### src/rtl/decoder.sv
// rtl/decoder.sv - binary-to-one-hot decoder with registered stage and optional usage statistics (DECODER_STATS_EN)
module decoder #(
  parameter  int IN_W  = 2,
  localparam int OUT_W = 2 ** IN_W,
  parameter  int CNT_W = 8
) (
  input  logic [IN_W-1:0]  in,
  output logic [OUT_W-1:0] out,
  input  logic             clk,
  input  logic             rst,
  input  logic             en,
  input  logic             clr,
  output logic [OUT_W-1:0] out_q,
  output logic             valid_q,
  output logic [OUT_W-1:0] seen,
  input  logic [IN_W-1:0]  cnt_sel,
  output logic [CNT_W-1:0] cnt
);

  // One-hot decode of the input code; independent of clock, reset and strobes
  always_comb begin
    out     = '0;
    out[in] = 1'b1;
  end

  // Registered copy of the decode, loaded on en; valid_q marks a fresh load
  always_ff @(posedge clk) begin
    if (rst) begin
      out_q   <= '0;
      valid_q <= 1'b0;
    end else if (en) begin
      out_q   <= out;
      valid_q <= 1'b1;
    end else begin
      valid_q <= 1'b0;
    end
  end

`ifdef DECODER_STATS_EN
  logic [CNT_W-1:0] hits [OUT_W];

  // Sticky seen mask and saturating per-code hit counters; clr discards a same-edge capture
  always_ff @(posedge clk) begin
    if (rst || clr) begin
      seen <= '0;
      for (int k = 0; k < OUT_W; k++) begin
        hits[k] <= '0;
      end
    end else if (en) begin
      seen <= seen | out;
      for (int k = 0; k < OUT_W; k++) begin
        if (out[k] && (hits[k] != {CNT_W{1'b1}})) begin
          hits[k] <= hits[k] + 1'b1;
        end
      end
    end
  end

  // Counter readback shows registered state only, no same-edge bypass
  always_comb begin
    cnt = hits[cnt_sel];
  end
`else
  logic unused_stats_inputs;

  // Statistics not built: outputs tied off, clr and cnt_sel ignored
  always_comb begin
    seen                = '0;
    cnt                 = '0;
    unused_stats_inputs = clr ^ (^cnt_sel);
  end
`endif

endmodule

### config.mk
export PLATFORM = sky130hd
export DESIGN_NAME = decoder
export DESIGN_NICKNAME = d
export VERILOG_FILES = /design/src/rtl/decoder.sv
export SDC_FILE = /design/constraint.sdc
export NUM_CORES = 1
export LEC_CHECK = 0
export ABC_CLOCK_PERIOD_IN_PS = 900
export BUFFER_PORTS_ARGS = -buffer_cell sky130_fd_sc_hd__buf_4
export CAP_MARGIN = 10
export CORE_AREA = 3 3 40 42
export DETAILED_ROUTE_END_ITERATION = 10
export DIE_AREA = 0 0 43 45
export HOLD_SLACK_MARGIN = 0.1
export REMOVE_ABC_BUFFERS = 1
export SLEW_MARGIN = 20
export SYNTH_ARGS = -nofsm -noshare
export SYNTH_HDL_FRONTEND = slang
export SYNTH_SLANG_ARGS = --single-unit
### constraint.sdc
create_clock -name clk -period 0.9 [get_ports clk]
set_clock_uncertainty 0.05 [all_clocks]
set_input_delay 0.135 -clock clk [delete_from_list [all_inputs] [get_ports clk]]
set_output_delay 0.135 -clock clk [all_outputs]
set_load 0.03 [all_outputs]
Word level (Yosys, flattened, before mapping):

Index checks and enable logic that the tools add are counted.

* magnitude comparators: 2
* mux-type cells: 3
* reduce and logical (&&, ||, !) cells: 1

Operators by type and width (number)
* < comparator 2 x 3 -> 1 bit, second input constant: 1
* demux 1 bit (select 2 bit): 1
* >= comparator 2 x 1 -> 1 bit, second input constant: 1
* two-way mux 1 bit: 2
* logical AND 1 bit: 1

* register bits: 5
* output and inout bits: 21
* logic and storage cells: 8

Longest topological paths before layout:

Gate-level depths: netlist (run 1).

* depth after elaboration: 4
* gate-level depth with buffers: 2
* mapped depth without buffers: 2

Worst setup path before layout (run 1):

OpenSTA, ideal clock, no wires.

* path kind: input -> register
* start point: in in[0]
* end point: reg out_q[1]
* setup time: 0.059 ns
* arrival time: 0.799 ns
* required time: 0.791 ns
* path slack: -0.008 ns
* cell stages on the path: 2
* path buffers: 0
* cells stage by stage: nor2b_1 a21o_1

* word-level cells in the longest chain between the ends: 4
* elaborated cells on any way between the ends: 5
* classes of those cells: 2 x order compare; 2 x mux; 1 x reduce/logical

RTL lines
* start: declaration: RTL line 7 `input logic [IN_W-1:0] in,`
* < comparator 2 x 3 -> 1 bit (not written as such) or >= comparator 2 x 1 -> 1 bit (tied branches): RTL line 23 `out[in] = 1'b1;`
* logical AND 1 bit (not written as such): RTL line 23
* two-way mux 1 bit (not written as such): RTL line 23
* demux 1 bit (select 2 bit) (*): RTL line 23
* end signal: assignment: RTL line 32 `out_q <= out;`
* end: declaration: RTL line 13 `output logic [OUT_W-1:0] out_q,`

Mark *: on every way between the ends. The rest lies on a longest branch, timed or not.
A chain may end at the register's enable or synchronous reset.

Worst setup path after layout (run 1):

* start point: in en
* end point: reg valid_q

* word-level cells in the longest chain between the ends: 1

RTL lines
* start: declaration: RTL line 11 `input logic en,`
* two-way mux 1 bit: RTL line 31 `end else if (en) begin`
* end signal: assignment: RTL line 30 `valid_q <= 1'b0;`
* end signal: assignment: RTL line 33 `valid_q <= 1'b1;`
* end signal: assignment: RTL line 35 `valid_q <= 1'b0;`
* end: declaration: RTL line 14 `output logic valid_q,`

Every way passes these cells.

==> out/qor.csv, run 1 <==
metric,value,unit
antenna_found_initial,0,
numCtsBuffers,3,
cts-root-buf,clkbuf_4,
post-route-min-period,0.872,ns
wl,554,µm
hold_viol,0,
hold_path_class,in -> reg,
critPathCaptureType,flip-flop,
placed_cells,58,
clock_sink_count,5,
m1WireLength,189,µm
critPathKind,in -> reg,
period_share,96.9,%
drt_iter0_drc,4,
highest_layer,met3,
vias,231,
report.final.setup_viol,0,
clk_pin_slew,0.04,ns
cap_violations,0,
first_pass_iters,4,
viasPerCell,3.67,
hold_slack,0.167,ns
clk_latency,0.24,ns
fmax,1150,MHz
core_area,1280,µm²
ys.flop_type,dfxtp_1,
synthTopCellsByCount,"buf_4, dfxtp_1, a21o_1, nor3b_1, nor2b_1",
antenna_cells,0,
grt_pass1_wl,855,µm
initial_core_util,22.6,%
postCtsSetupRepairBufs,0,
synth_top_cell_by_area,dfxtp_1,
layoutNonFillerInstCount,63,
critical_path_arrival,0.94,ns
port_buffers,13,
synth_seq_cells,5,
status,completed,
yosysSeqAreaShare,34.5,%
ys_warn_count,0,
grtUsageTotal,6.68,%
drive_above_1_share,45.8,%
irDropWorstVdd,0.815,mV
synth_top_cell_area_share,34.5,%
synthesis.area,290,µm²
setup_tns,0,ns
wl_per_cell,8.79,µm
place.gp.congestion,0.657,
dr_wl_met2,248,µm
dieArea,1940,µm²
cts_tree,built,
drv_slew,0,
area_growth,44.4,%
antenna_left,0,
gr-total-overflow,0,
p_leak,0.000235,µW
yosysMostFrequentCell,buf_4,
power.total,687,µW
grt_pass1_vias,203,
grt_max_degree,6,
die_h,45,µm
htreeDepth,1,
synth-edff-count,0,
worst_setup_path_start_kind,input port,
fp.dieW,43,µm
syn-mean-instance-area,9.36,µm²
path_max_fanout,5,
fin_nets,57,
ys_types,9,
row_count,13,
rsz0062_at_grt,yes,
clockBufferDepth,2,
synth_cells,31,
yosys-top-cells-area,"dfxtp_1, buf_4, a21o_1, nor3b_1, nor2b_4",
io_pins,29,
dp_hpwl,435,µm
async_flop_share,0,%
power_per_cell_area,1640,nW/µm²
crit_required,0.97,ns
drc,0,
dr_wl_met3,116,µm
final_util,32.6,%
## what timing repair did
action	4_1_cts	5_1_grt
hold buffers	1	0
endpoints found under the setup margin	4	4
gates resized for setup	6	4
endpoints found under the hold margin	1	0
## final cells by class
class / count / area (µm²)
fillers: 138 / 866
clock buffers: 4 / 26.3
multi-input cells: 25 / 141
well taps: 15 / 18.8
repair buffers: 14 / 126
flip-flops and latches: 5 / 106
## metal layers
metal,global-route usage (%),up-vias
li1,-,111
met1,6.81,98
met2,8.98,22
met3,7.57,0
met4,1.81,0
met5,0,-
## worst max-delay path: stages
cell and delay, ns:
buf_4 0.13, nor2b_4 0.14, dlygate4sd3_1 0.55
## where the power goes
part	internal, µW	switching, µW	leakage, µW
combinational	56.8	132	0.000177
sequential	234	4.76	0.0000430
clock	168	92.4	0.0000150
## per-stage QoR
| step | area, µm² | worst slack, ns |
|---|---|---|
| 6_report | 419 | 0.0278 |
| 5_1_grt | 419 | -0.00673 |
| 2_1_floorplan | 241 | -0.00813 |
| 3_5_place_dp | 358 | 0.0944 |
| 4_1_cts | 412 | 0.00185 |
| 3_3_place_gp | 358 | 0.0914 |
## path summary, 6_finish.rpt
kind                         start               endpoint  slack (ns)  cells past startpoint
max                             en     valid_q$_SDFF_PP0_        0.03                      3
min                          in[1]  out_q[1]$_SDFFE_PP0P_        0.17                      3
max reg2reg  out_q[0]$_SDFFE_PP0P_  out_q[0]$_SDFFE_PP0P_        0.16                      2
min reg2reg  out_q[2]$_SDFFE_PP0P_  out_q[2]$_SDFFE_PP0P_        0.57                      2
## kinds of logic (layout without fill, tap and decap cells)
logic type	Yosys count	after routing	synth area share, %
compound gates	4	4	10.3
buf+inv	12	18	31.0
flops	5	5	34.5
other cells	1	12	1.29
simple gates	9	9	22.8
## flip-flops by register name (all words and copies together), names as in the netlist
register and flops:
valid_q 1, out_q 4
## layout by cell type, fill, tap and decap left out
cell / n
a21o_1: 4
buf_4: 8
buf_6: 5
dlygate4sd3_1: 1
conb_1: 12
nor3b_1: 4
nor2b_1: 2
and2_1: 1
nor2b_4: 1
nor2_1: 1
dfxtp_2: 5
clkbuf_4: 3
clkbuf_1: 1
Note: power is estimated with default switching activity, not from simulation.
==> inputs of run 2 (changes only) <==
--- a/config.mk
+++ b/config.mk
@@ -6,7 +6,7 @@
 export NUM_CORES = 1
 export LEC_CHECK = 0
 export ABC_CLOCK_PERIOD_IN_PS = 900
-export BUFFER_PORTS_ARGS = -buffer_cell sky130_fd_sc_hd__buf_4
+export BUFFER_PORTS_ARGS = -buffer_cell sky130_fd_sc_hd__buf_2
 export CAP_MARGIN = 10
 export CORE_AREA = 3 3 40 42
 export DETAILED_ROUTE_END_ITERATION = 10
==> out/qor.csv, run 2 (synthesized netlist as in run 1, its figures left out) <==
metric,value,unit
critPathBufInv,1,
grtUsageTotal,6.68,%
first_pass_iters,2,
drc,0,
switching_share,33.9,%
p_sw,228,µW
io_pins,29,
drive_above_1_share,46.8,%
critical_path_arrival,0.69,ns
status,completed,
antenna_found_initial,0,
wl_per_cell,8.45,µm
path_cells,buf_6,
gr-total-overflow,0,
post-route-min-period,0.873,ns
share_comb_of_total_power,26.0,%
fin_nets,56,
irDropWorstVdd,0.871,mV
report.final.setup_viol,0,
cts_hold_buf,0,
clk_pin_slew,0.04,ns
drt_iter0_drc,3,
final_cell_mix,"conb_1, buf_2, dfxtp_2, buf_6",
cap_violations,0,
row_count,13,
cpLargestDelayFamily,flip-flops,
area_growth,34.1,%
wl,524,µm
dieArea,1940,µm²
power_per_cell_area,1730,nW/µm²
layout_commonest_cell,conb_1,
dp_hpwl,429,µm
largest_reg_flops,4,
hold_path_class,in -> reg,
worst_setup_path_start_kind,flip-flop,
cpPeakStageDelay,0.32,ns
crit_required,0.71,ns
numCtsBuffers,3,
fmax,1150,MHz
antenna_cells,0,
clk_latency,0.24,ns
drv_slew,0,
htreeDepth,1,
grt_max_degree,6,
hold_viol,0,
vias,228,
top_regs,"out_q x4, valid_q x1",
grt_pass1_wl,862,µm
viasPerCell,3.68,
period_share,97.0,%
initial_core_util,22.6,%
grt_pass1_vias,199,
slowest_stage,dfxtp_2,
intPower,445,µW
final.fill_count,145,
power.total,673,µW
fp.dieW,43,µm
path_max_fanout,2,
max_flop_register,out_q,
core_area,1280,µm²
setup_tns,0,ns
antenna_left,0,
port_buffers,13,
clock_sink_count,5,
place.gp.congestion,0.700,
critPathCaptureType,output port,
cts_tree,built,
die_h,45,µm
critPathKind,reg -> out,
p_seq_share,35.5,%
cts-root-buf,clkbuf_4,
final_util,30.3,%
p_leak,0.000225,µW
clockBufferDepth,2,
rsz0062_at_grt,yes,
power.clock.fraction,38.6,%
==> run 2: cell types whose count changed in the layout (fill, tap and decap cells not counted), sizes merged <==
cell / previous run / this run
dlygate4sd3: 1 / 0
==> run 2: metal layers <==
metal  vias to the layer above  part of all wire [%]  track usage [%]
met5                         -                     0                0
met4                         0                     0             1.81
met3                         0                    22             7.57
met2                        22                    42             8.98
met1                        96                    36             6.81
li1                        110                     -                -
==> run 2: what timing repair did <==
action / CTS / global route
setup buffers: 0 / 0
endpoints found under the setup margin: 5 / 5
resized for setup: 11 / 4
endpoints found under the hold margin: 0 / 0
pin swaps: 0 / 0
==> run 2: final timing paths <==
path	startpoint	to	slack, ns	cells after the start
setup / recovery	out_q[1]$_SDFFE_PP0P_	out_q[1]	0.03	1
hold / removal	rst	valid_q$_SDFF_PP0_	0.11	2
setup reg to reg	out_q[0]$_SDFFE_PP0P_	out_q[0]$_SDFFE_PP0P_	0.15	2
hold reg to reg	out_q[2]$_SDFFE_PP0P_	out_q[2]$_SDFFE_PP0P_	0.57	2
==> run 2: cell type report <==
| class | count | area (µm²) | area share (%) |
|---|---|---|---|
| multi-input cells | 25 | 141 | 36.3 |
| flip-flops and latches | 5 | 106 | 27.3 |
| repair buffers | 13 | 96.3 | 24.8 |
| clock buffers | 4 | 26.3 | 6.75 |
| well taps | 15 | 18.8 | 4.82 |
==> run 2: per-stage QoR <==
step	worst slack, ns	cells	hold WS, ns	area [µm²]
final	0.0271	62	0.105	389
after global routing	-0.00715	62	0.111	389
after CTS	0.0000960	62	0.107	382
after detailed placement	0.0682	58	0.363	325
after global placement	0.0619	58	0.363	325
after floorplan	-0.00813	30	0.163	241
==> run 2: power groups by stage <==
stage / clock [µW] / sequential, µW / combinational, µW
finish: 260 / 239 / 175
global route: 295 / 239 / 185
CTS: 276 / 237 / 174
detailed placement: 0 / 239 / 164
global placement: 0 / 238 / 164
floorplan: 0 / 258 / 106
==> inputs of run 3 (changes only) <==
--- a/config.mk
+++ b/config.mk
@@ -12,7 +12,9 @@
 export DETAILED_ROUTE_END_ITERATION = 10
 export DIE_AREA = 0 0 43 45
 export HOLD_SLACK_MARGIN = 0.1
+export MAX_ROUTING_LAYER = met4
 export REMOVE_ABC_BUFFERS = 1
+export SETUP_SLACK_MARGIN = 0.4
 export SLEW_MARGIN = 20
 export SYNTH_ARGS = -nofsm -noshare
 export SYNTH_HDL_FRONTEND = slang
==> out/qor.csv, run 3 (synthesized netlist as in run 1, its figures left out) <==
metric,value,unit
wl,680,µm
core_area,1280,µm²
dr_wl_met2,337,µm
cap_violations,0,
drive_above_1_share,60.4,%
drc,0,
numCtsBuffers,3,
p_seq_share,32.9,%
power_per_cell_area,1500,nW/µm²
top_regs,"out_q x4, valid_q x1",
cpPeakStageDelay,0.32,ns
irDropWorstVdd,0.870,mV
critical_path_arrival,0.69,ns
status,completed,
clock_sink_count,5,
wl_per_cell,10.8,µm
grt_max_degree,6,
max_flop_register,out_q,
fmax,1140,MHz
drv_slew,0,
drt_iter0_drc,7,
m1WireLength,232,µm
path_cells,buf_6,
cpLargestDelayFamily,flip-flops,
cts-root-buf,clkbuf_4,
layoutNonFillerInstCount,63,
slowest_stage,dfxtp_2,
first_pass_iters,4,
design_area,483,µm²
dieArea,1940,µm²
critPathCaptureType,output port,
htreeDepth,1,
share_comb_of_total_power,30.5,%
dp_hpwl,429,µm
row_count,13,
post-route-min-period,0.879,ns
place_area,325,µm²
fin_nets,57,
fp.dieW,43,µm
rsz0062_at_grt,yes,
antenna_cells,0,
worst_setup_path_start_kind,flip-flop,
layout_commonest_cell,conb_1,
hold_viol,0,
period_share,97.7,%
hold_slack,0.152,ns
critPathKind,reg -> out,
grt_pass1_wl,903,µm
viasPerCell,3.83,
vias,241,
hold_path_class,in -> reg,
antenna_found_initial,0,
die_h,45,µm
intPower,478,µW
final.fill_count,139,
final_cell_mix,"conb_1, buf_6, dfxtp_2",
p_leak,0.000262,µW
report.final.setup_viol,0,
grt_pass1_vias,210,
clockBufferDepth,2,
crit_required,0.71,ns
antenna_left,0,
critPathBufInv,1,
io_pins,29,
clk_pin_slew,0.05,ns
power.clock.fraction,36.6,%
port_buffers,13,
largest_reg_flops,4,
cts_tree,built,
setup_tns,0,ns
dr_wl_met3,110,µm
place.gp.congestion,0.708,
switching_share,34.2,%
placed_cells,58,
clk_latency,0.24,ns
path_max_fanout,2,
area_growth,66.4,%
p_sw,248,µW
initial_core_util,22.6,%
gr-total-overflow,0,
grtUsageTotal,7.22,%
highest_layer,met3,
-- run 3: changes by cell type in the layout (fill, tap and decap cells not counted), sizes merged --
cell / delta
buf: +1
-- run 3: power by group through the flow --
stage | combinational, µW | sequential [µW] | clock, µW
2_1_floorplan | 106 | 258 | 0
3_3_place_gp | 164 | 238 | 0
3_5_place_dp | 164 | 239 | 0
4_1_cts | 209 | 239 | 276
5_1_grt | 230 | 239 | 300
6_report | 221 | 239 | 266
-- run 3: final timing paths --
kind / cells past startpoint / startpoint / slack, ns / endpoint
setup / recovery: 1 / out_q[1]$_SDFFE_PP0P_ / 0.02 / out_q[1]
hold reg to reg: 2 / out_q[2]$_SDFFE_PP0P_ / 0.55 / out_q[2]$_SDFFE_PP0P_
hold / removal: 2 / rst / 0.15 / valid_q$_SDFF_PP0_
setup reg to reg: 2 / out_q[3]$_SDFFE_PP0P_ / 0.14 / out_q[3]$_SDFFE_PP0P_
-- run 3: layout make-up --
type	count	area, µm²	area share, %
multi-input cells	25	183	37.8
repair buffers	14	149	30.8
flip-flops and latches	5	106	22.0
clock buffers	4	26.3	5.44
well taps	15	18.8	3.89
-- run 3: through the flow --
| stage | util, % | setup WS, ns | power [µW] |
|---|---|---|---|
| finish | 37.6 | 0.0207 | 726 |
| global route | 37.6 | -0.0144 | 769 |
| CTS | 35.4 | 0.0141 | 724 |
| detailed placement | 25.3 | 0.0682 | 402 |
| global placement | 25.3 | 0.0619 | 402 |
| floorplan | - | -0.00813 | 364 |
-- run 3: timing repair --
action | CTS | global route
gates resized for setup | 34 | 4
endpoints found under the hold margin | 1 | 0
pin swaps | 1 | 1
setup endpoints to repair | 13 | 13
gates cloned | 0 | 0
buffers inserted | 0 | 1
-- run 3: per-layer routing --
layer / global-route usage, % / vias to the layer above
li1: - / 110
met1: 6.78 / 110
met2: 10.2 / 21
met3: 7.57 / 0
met4: 1.81 / 0
met5: - / -
